## config.mk

```make
export PLATFORM = sky130hd
export DESIGN_NAME = order_feed_gen
export DESIGN_NICKNAME = d
export VERILOG_FILES = /design/src/rtl/order_feed_gen.sv
export SDC_FILE = /design/constraint.sdc
export NUM_CORES = 1
export LEC_CHECK = 0
export CORE_UTILIZATION = 59
export CTS_BUF_LIST = sky130_fd_sc_hd__clkbuf_4
export CTS_CLUSTER_DIAMETER = 40
export DETAILED_ROUTE_END_ITERATION = 8
export HOLD_SLACK_MARGIN = 0.05
export PLACE_DENSITY_LB_ADDON = 0.3
export SETUP_SLACK_MARGIN = 0.2
export SLEW_MARGIN = 20
export SYNTH_ARGS = -nofsm -noshare
export SYNTH_HDL_FRONTEND = slang
export SYNTH_SLANG_ARGS = --single-unit
```

## constraint.sdc

```tcl
create_clock -name clk -period 6.47 [get_ports clk]
set_clock_uncertainty 0.15 [all_clocks]
set_input_delay 0.9705 -clock clk [delete_from_list [all_inputs] [get_ports clk]]
set_output_delay 0.9705 -clock clk [all_outputs]
set_load 0.1 [all_outputs]
```

## src/rtl/order_feed_gen.sv

```systemverilog
`default_nettype none
// ============================================================================
// Module   : order_feed_gen
// Purpose  : Buy/sell quote generator driven by two tap-programmable LFSRs,
//            tick paced, with valid/ready delivery, sequence and drop counts.
//            Optional macro SPREAD_GUARD_EN enforces sell >= buy + MIN_SPREAD.
// Revision : 1.0 - initial release
// ============================================================================
module order_feed_gen #(
  parameter int unsigned          PRICE_W    = 8,
  parameter int unsigned          LFSR_W     = 16,
  parameter int unsigned          RAND_BITS  = 5,
  parameter int unsigned          TICK_DIV   = 2097152,
  parameter int unsigned          BUY_BASE   = 50,
  parameter int unsigned          SELL_BASE  = 55,
  parameter logic [LFSR_W-1:0]    BUY_TAPS   = 16'hB400,
  parameter logic [LFSR_W-1:0]    SELL_TAPS  = 16'hD008,
  parameter logic [LFSR_W-1:0]    BUY_SEED   = 16'hACE1,
  parameter logic [LFSR_W-1:0]    SELL_SEED  = 16'h3C21,
  parameter int unsigned          SEQ_W      = 8,
  parameter int unsigned          DROP_W     = 8,
  parameter int unsigned          MIN_SPREAD = 1
) (
  input  logic               clk,
  input  logic               reset,
  input  logic               enable,
  input  logic               seed_load,
  input  logic [LFSR_W-1:0]  seed_buy,
  input  logic [LFSR_W-1:0]  seed_sell,
  input  logic               order_ready,
  output logic               order_valid,
  output logic [PRICE_W-1:0] buy_price,
  output logic [PRICE_W-1:0] sell_price,
  output logic [SEQ_W-1:0]   order_seq,
  output logic [DROP_W-1:0]  drop_cnt
);

  localparam int unsigned       CNT_W     = (TICK_DIV > 1) ? $clog2(TICK_DIV) : 1;
  localparam int unsigned       PW1       = PRICE_W + 1;
  localparam int unsigned       PW2       = PRICE_W + 2;
  localparam logic [CNT_W-1:0]  TICK_LAST = CNT_W'(TICK_DIV - 1);
  localparam logic [PW1-1:0]    PRICE_MAX = {1'b0, {PRICE_W{1'b1}}};
  localparam logic [DROP_W-1:0] DROP_MAX  = {DROP_W{1'b1}};
`ifdef SPREAD_GUARD_EN
  localparam bit                GUARD_ON  = 1'b1;
`else
  localparam bit                GUARD_ON  = 1'b0;
`endif

  logic [LFSR_W-1:0]  lfsr_buy_q,  lfsr_buy_d;
  logic [LFSR_W-1:0]  lfsr_sell_q, lfsr_sell_d;
  logic [CNT_W-1:0]   tick_cnt_q,  tick_cnt_d;
  logic               order_valid_q, order_valid_d;
  logic [PRICE_W-1:0] buy_price_q,  buy_price_d;
  logic [PRICE_W-1:0] sell_price_q, sell_price_d;
  logic [SEQ_W-1:0]   order_seq_q,  order_seq_d;
  logic [DROP_W-1:0]  drop_cnt_q,   drop_cnt_d;

  logic               tick;
  logic               xfer;
  logic [LFSR_W-1:0]  nxt_buy, nxt_sell;
  logic [PW1-1:0]     buy_sum, sell_sum, buy_sat, sell_sat;
  logic [PW2-1:0]     spread_floor;
  logic [PW1-1:0]     sell_guard;

  function automatic logic [LFSR_W-1:0] lfsr_step(input logic [LFSR_W-1:0] s,
                                                   input logic [LFSR_W-1:0] taps);
    return {s[LFSR_W-2:0], ^(s & taps)};
  endfunction

  always_comb begin
    tick     = enable && (tick_cnt_q == TICK_LAST);
    xfer     = order_valid_q && order_ready;
    nxt_buy  = lfsr_step(lfsr_buy_q,  BUY_TAPS);
    nxt_sell = lfsr_step(lfsr_sell_q, SELL_TAPS);

    // One spare bit catches the carry so the ceiling clamp is exact.
    buy_sum  = PW1'(BUY_BASE)  + PW1'(nxt_buy[RAND_BITS-1:0]);
    sell_sum = PW1'(SELL_BASE) + PW1'(nxt_sell[RAND_BITS-1:0]);
    buy_sat  = (buy_sum  > PRICE_MAX) ? PRICE_MAX : buy_sum;
    sell_sat = (sell_sum > PRICE_MAX) ? PRICE_MAX : sell_sum;

    spread_floor = PW2'(buy_sat) + PW2'(MIN_SPREAD);
    sell_guard   = sell_sat;
    if (GUARD_ON && (PW2'(sell_sat) < spread_floor))
      sell_guard = (spread_floor > PW2'(PRICE_MAX)) ? PRICE_MAX : spread_floor[PW1-1:0];
  end

  always_comb begin
    lfsr_buy_d    = lfsr_buy_q;
    lfsr_sell_d   = lfsr_sell_q;
    order_valid_d = order_valid_q;
    buy_price_d   = buy_price_q;
    sell_price_d  = sell_price_q;
    order_seq_d   = order_seq_q;
    drop_cnt_d    = drop_cnt_q;
    tick_cnt_d    = (enable && !tick) ? tick_cnt_q + 1'b1 : '0;

    if (seed_load) begin
      // Zero seeds fall back to defaults so the LFSR can never lock up.
      lfsr_buy_d  = (seed_buy  == '0) ? BUY_SEED  : seed_buy;
      lfsr_sell_d = (seed_sell == '0) ? SELL_SEED : seed_sell;
      tick_cnt_d  = '0;
      if (xfer)
        order_valid_d = 1'b0;
    end else if (tick) begin
      lfsr_buy_d    = nxt_buy;
      lfsr_sell_d   = nxt_sell;
      buy_price_d   = buy_sat[PRICE_W-1:0];
      sell_price_d  = sell_guard[PRICE_W-1:0];
      order_valid_d = 1'b1;
      order_seq_d   = order_seq_q + 1'b1;
      if (order_valid_q && !order_ready && (drop_cnt_q != DROP_MAX))
        drop_cnt_d = drop_cnt_q + 1'b1;
    end else if (xfer) begin
      order_valid_d = 1'b0;
    end
  end

  always_ff @(posedge clk or posedge reset) begin
    if (reset) begin
      lfsr_buy_q    <= BUY_SEED;
      lfsr_sell_q   <= SELL_SEED;
      tick_cnt_q    <= '0;
      order_valid_q <= 1'b0;
      buy_price_q   <= '0;
      sell_price_q  <= '0;
      order_seq_q   <= '0;
      drop_cnt_q    <= '0;
    end else begin
      lfsr_buy_q    <= lfsr_buy_d;
      lfsr_sell_q   <= lfsr_sell_d;
      tick_cnt_q    <= tick_cnt_d;
      order_valid_q <= order_valid_d;
      buy_price_q   <= buy_price_d;
      sell_price_q  <= sell_price_d;
      order_seq_q   <= order_seq_d;
      drop_cnt_q    <= drop_cnt_d;
    end
  end

  assign order_valid = order_valid_q;
  assign buy_price   = buy_price_q;
  assign sell_price  = sell_price_q;
  assign order_seq   = order_seq_q;
  assign drop_cnt    = drop_cnt_q;

endmodule
`default_nettype wire

```

==> metrics, run 1 <==
Worst-path clk slew=110 ps; share of post-route cells with drive strength above 1=0.0812; unrepaired setup endpoints after global routing=false; dpl ws=3270 ps; P per Cell Area=198 nW/um^2; initial antenna violation count=0; DRC viols=0; H-tree depth=3; clk sink count=84; fin nets=505; CP max stage cell=clkdlybuf4s50_1; peak supply drop=0.000135 V; routed wire length=8040 um; Post-synth ARST share=1.00; Final ANT Viol Nets=0; Final setup viols=0; P_leak=2.21 nW; final hold viol count=0; Max clock buf depth=2; crit path max fanout=6; pin count of the biggest net entering global routing=85; Non-Filler Instances=545; post-CTS setup buffer count=0; cts hold-fix bufs=0; Synth cell types=38; Seq/Total Area, Yosys=0.520; Fin Setup TNS=0 ps; buffers and inverters on the worst path=1; cell area after synthesis=4080 um^2; WP data arrival=2050 ps; Syn Area/Cell=10.0 um^2; setup ws final=3300 ps; fmax=315 MHz; post-route minimum period=3170 ps; main flop type after synthesis=dfrtp_1; CP endpoint kind=primary output; Synth top area share=0.430; All-Layer GR Usage=0.239; Die H=85.1 um; Crit path max-delay family=buffers and inverters; TritonCTS Buffers=9; Synth Register Bits=84; Post-synth EDFFs=0; Setup crit start kind=flip-flop; via/cell ratio=5.76; Skew-Pair Late Insertion Delay=420 ps; crit-path cells=clkdlybuf4s50_1; vias in the first global route=2860; GPL Wtd Cong=0.800; Initial Util=0.627; via count=3141; Synth warnings=0; drt first-iter violations=169; Synth area leaders=dfrtp_1 (43%), dfstp_2 (9.0%), xor2_1 (4.9%); Tightest Pin Transition=999 ps; Post-Synthesis Cells=406; crit share post-route=0.490; GRT overflow=0; DIE WIDTH=85.1 um; final-report max-slew violation count=0; Post-DP HPWL=5490 um; # rows=29; Setup CP Type=reg2out; Worst EP required=5350 ps; drt wl/cell=14.8 um; final core occ=0.748; DIE AREA=7240 um^2; CTS root buf=clkbuf_4; crit-path max cell delay=1170 ps; CTS tree=built; # resized after CTS=0; I/O Buffers=67; MaxCap Viol Count=0; first-pass GRT wire length=13500 um; max_slew headroom=0.332; outcome=finished, final reports clean; Antenna diodes=0; Core Area=6490 um^2; IO Pins=70; worst hold path type=reg2reg; Placed Cells incl. Taps=529; most area-hungry cell type in the Yosys netlist=dfrtp_1; DR pass1 iterations=4; Layout area overhead=19.2%
## layout by cell type, fill, tap and decap left out, types with 2 or more instances in the layout
cell type	synthesis	routed
a21oi_1	3	3
a31oi_1	2	2
and2_1	4	4
and3_1	7	7
and4_1	5	5
clkbuf_4	0	12
clkdlybuf4s50_1	0	66
clkinv_1	0	2
clkinv_2	0	2
conb_1	1	2
dfrtp_1	70	70
dfstp_2	14	14
ha_1	5	5
inv_1	6	5
mux2_2	2	2
mux2i_1	18	18
nand2_1	47	47
nand2b_1	2	2
nand3_1	14	14
nand4_1	13	13
nor2_1	45	45
nor3_1	28	28
nor4_1	10	10
o21ai_0	25	25
o32ai_1	8	8
xnor2_1	20	20
xor2_1	23	23
## flip-flops by register name, indices dropped and copies added (netlist names)
| name | cells |
|---|---|
| drop_cnt | 8 |
| lfsr_buy_q | 16 |
| sell_price | 7 |
| order_valid | 1 |
| order_seq | 8 |
| lfsr_sell_q | 16 |
| tick_cnt_q | 21 |
| buy_price | 7 |
## synth_stat cells (3+ instances only)
| master | number |
|---|---|
| xnor2_1 | 20 |
| nor2_1 | 45 |
| xor2_1 | 23 |
| buf_4 | 10 |
| nor3_1 | 28 |
| nand2_1 | 47 |
| o32ai_1 | 8 |
| dfstp_2 | 14 |
| nand4_1 | 13 |
| dfrtp_1 | 70 |
| and3_1 | 7 |
| ha_1 | 5 |
| and4_1 | 5 |
| o21ai_0 | 25 |
| nor4_1 | 10 |
| mux2i_1 | 18 |
| nand3_1 | 14 |
| a21oi_1 | 3 |
| inv_1 | 6 |
| clkbuf_1 | 10 |
| and2_1 | 4 |
## per-layer routing
| metal | share of wire | vias up | global-route usage |
|---|---|---|---|
| li1 | - | 1522 | - |
| met1 | 0.47 | 1512 | 0.345 |
| met2 | 0.47 | 95 | 0.367 |
| met3 | 0.045 | 12 | 0.0321 |
| met4 | 0.019 | 0 | 0.105 |
| met5 | 0 | - | 0 |
## cells by family (layout without fill, tap and decap cells)
kind of cell | Yosys count | after routing | share of synthesized area
adders and majority gates | 5 | 5 | 0.0154
other | 1 | 2 | 0.000920
DFF | 84 | 84 | 0.520
and+or+nand+nor | 179 | 179 | 0.214
muxes | 21 | 21 | 0.0534
AOI/OAI and AO/OA | 43 | 43 | 0.0648
xor gates and xnor gates | 43 | 43 | 0.0924
buffers and inverters | 30 | 91 | 0.0393
## where the power goes
| part | total [W] | internal (W) | leakage (nW) | switching [W] |
|---|---|---|---|---|
| Clock | 0.000293 | 0.000128 | 0.0764 | 0.000165 |
| Combinational | 0.000102 | 0.0000471 | 1.04 | 0.0000547 |
| Sequential | 0.000566 | 0.000549 | 1.09 | 0.0000162 |
| Total | 0.000960 | 0.000725 | 2.21 | 0.000236 |
## per-stage QoR
step	area [um^2]	hold slack [ps]	total power [W]
2_1_floorplan	4080	319	0.000636
3_3_place_gp	4720	304	0.000674
3_5_place_dp	4720	307	0.000677
4_1_cts	4850	327	0.000965
5_1_grt	4860	337	0.00100
6_report	4860	324	0.000960
## path summary, 6_finish.rpt
path,startpoint,slack [ps],to,cells past startpoint
max in group asynchronous,reset,4740,lfsr_buy_q[14],3
max,order_seq[3],3300,order_seq[3],1
max reg2reg,tick_cnt_q[0],3820,drop_cnt[1],5
min,order_seq[7],320,order_seq[7],1
min in group asynchronous,reset,870,tick_cnt_q[3],3
min reg2reg,order_seq[7],320,order_seq[7],1
## cell type report
cell class,count,area [um^2]
Clock buffer,12,90.1
Clock inverter,4,42.5
Fill cell,459,1640
Inverter,6,23.8
Multi-Input combinational cell,293,1800
Sequential cell,84,2120
Tap cell,77,96.3
Timing Repair Buffer,69,684
No activity file was read; power rests on OpenSTA's default activity.
==> run 2: changes to the inputs <==
--- a/config.mk
+++ b/config.mk
@@ -5,7 +5,7 @@
 export SDC_FILE = /design/constraint.sdc
 export NUM_CORES = 1
 export LEC_CHECK = 0
-export CORE_UTILIZATION = 59
+export CORE_UTILIZATION = 50
 export CTS_BUF_LIST = sky130_fd_sc_hd__clkbuf_4
 export CTS_CLUSTER_DIAMETER = 40
 export DETAILED_ROUTE_END_ITERATION = 8
==> constraint.sdc (replaced) <==
create_clock -name clk -period 2.9 [get_ports clk]
set_clock_uncertainty 0.15 [all_clocks]
set_input_delay 0.435 -clock clk [delete_from_list [all_inputs] [get_ports clk]]
set_output_delay 0.435 -clock clk [all_outputs]
set_load 0.1 [all_outputs]
==> metrics, run 2 (same netlist as run 1, synthesis figures left out) <==
fin nets=511 (+1.2%); Post-DP HPWL=5940 um (+8.1%); Final ANT Viol Nets=0 (unchanged); post-route minimum period=2430 ps; P_leak=2.30 nW (+4.2%); initial antenna violation count=0 (unchanged); DRC viols=0 (unchanged); GPL Wtd Cong=0.791 (-1.2%); Crit. path cell count=5 (+4); Fin Setup TNS=0 ps (unchanged); DIE AREA=8520 um^2 (+18%); CP Launch Point=tick_cnt_q[0]; via/cell ratio=5.46 (-5.3%); All-Layer GR Usage=0.215 (-0.0245); Met2 Wirelength=3970 um (+5.0%); Antenna diodes=0 (unchanged); drt first-iter violations=192 (+14%); crit share post-route=0.838; met1 wire length=3900 um (+4.2%); DIE WIDTH=92.3 um (+8.4%); outcome=finished, final reports clean; crit path max fanout=15 (+9); Setup crit start kind=flip-flop; Worst-path clk slew=140 ps (+30 ps); FF-to-FF setup slack=470 ps (-3350 ps); cts hold-fix bufs=0 (unchanged); drt wl/cell=14.4 um (-2.3%); crit-path max cell delay=500 ps (-670 ps); Layout area overhead=19.6%; max FFs per register=21 (unchanged); routed wire length=8310 um (+3.3%); Tightest Pin Transition=683 ps (-316 ps); FF-to-FF Start=tick_cnt_q[0]; clk sink count=84 (unchanged); P per Cell Area=442 nW/um^2 (+120%); Worst EP required=3050 ps (-2300 ps); R2R Path End=buy_price[0]; Setup CP Type=reg2reg; TritonCTS Buffers=9 (unchanged); GRT overflow=0 (unchanged); Die H=92.3 um (+8.4%); r2r worst-path depth=5 (unchanged); Max clock buf depth=2 (unchanged); unrepaired setup endpoints after global routing=false; Crit path max-delay family=simple AND/OR/NAND/NOR gates; I/O Buffers=67 (unchanged); Initial Util=0.522 (-0.105); most frequent cells in the layout=dfrtp_1 (70), nand2_1 (47), nor2_1 (45); post-CTS setup buffer count=0 (unchanged); end of the critical path=buy_price[0]; met3 wire len=344 um (-5.8%); peak supply drop=0.000269 V (+99%); CP max stage cell=and3_1; CTS root buf=clkbuf_4; most common cell after layout, fill and taps aside=dfrtp_1; largest reg by FF count=tick_cnt_q; max_slew headroom=0.541 (+0.209); final hold viol count=0 (unchanged); FILL cells=675 (+47%); H-tree depth=3 (unchanged); IO Pins=70 (unchanged); # rows=32 (+10%); crit-path cells=ha_1 > and3_1 > and4_1 > buf_4 > mux2_2; highest metal used=met4; vias in the first global route=3066 (+7.2%); MaxCap Viol Count=0 (unchanged); DR pass1 iterations=4 (unchanged); CTS tree=built; first-pass GRT wire length=14500 um (+7.2%); Skew-Pair Late Insertion Delay=410 ps (about the same); fmax=411 MHz; final-report max-slew violation count=0 (unchanged); share of post-route cells with drive strength above 1=0.162 (+0.0813); Final setup viols=0 (unchanged); Final Power=0.00216 W (+120%); Core Area=7810 um^2 (+20%); biggest regs=tick_cnt_q (21), lfsr_buy_q (16), lfsr_sell_q (16); # resized after CTS=0 (unchanged); via count=3143 (+0.064%); CP endpoint kind=flip-flop; pin count of the biggest net entering global routing=62 (-27%); worst hold path type=in2async; buffers and inverters on the worst path=1 (unchanged); WP data arrival=2580 ps (+530 ps)
-- run 2: cell count changes in the layout (fill, tap and decap cells not counted), sizes merged --
cell / delta
clkbuf: -2
clkinvlp: +2
clkdlybuf4s50: -31
buf: +37
-- run 2: worst min path at each step --
stage               cells after the start              to  slack [ps]
finish                                  2  tick_cnt_q[12]         200
global route                            2    order_seq[2]         210
CTS                                     2  tick_cnt_q[13]         190
detailed placement                      2    buy_price[2]         320
global placement                        1    order_seq[7]         310
floorplan                               1   tick_cnt_q[0]         320
-- run 2: routing by layer --
| metal | vias to the layer above | global-route usage |
|---|---|---|
| met4 | 0 | 0.0742 |
| met1 | 1526 | 0.296 |
| met5 | - | 0 |
| met2 | 75 | 0.348 |
| li1 | 1534 | - |
| met3 | 8 | 0.0299 |
-- run 2: layout make-up --
class | instances | area (um^2) | share of cell area
Timing Repair Buffer | 75 | 661 | 0.136
Tap cell | 102 | 128 | 0.0262
Inverter | 6 | 26.3 | 0.00539
Clock inverter | 6 | 65.1 | 0.0134
Multi-Input combinational cell | 293 | 1800 | 0.369
Sequential cell | 84 | 2120 | 0.435
Clock buffer | 10 | 75.1 | 0.0154
-- run 2: stage by stage --
step / util / cell area, um^2 / instances / worst slack [ps] / hold WS [ps]
4_1_cts: 0.624 / 4870 / 576 / 506 / 191
6_report: 0.624 / 4870 / 576 / 469 / 201
5_1_grt: 0.624 / 4870 / 576 / 360 / 210
3_3_place_gp: 0.606 / 4730 / 560 / 556 / 310
2_1_floorplan: - / 4080 / 407 / 691 / 319
3_5_place_dp: 0.606 / 4730 / 560 / 497 / 321
-- run 2: power breakdown --
| part | internal, W | total, W | switching [W] |
|---|---|---|---|
| clock | 0.000273 | 0.000663 | 0.000390 |
| combinational | 0.000108 | 0.000231 | 0.000122 |
| sequential | 0.00123 | 0.00126 | 0.0000363 |
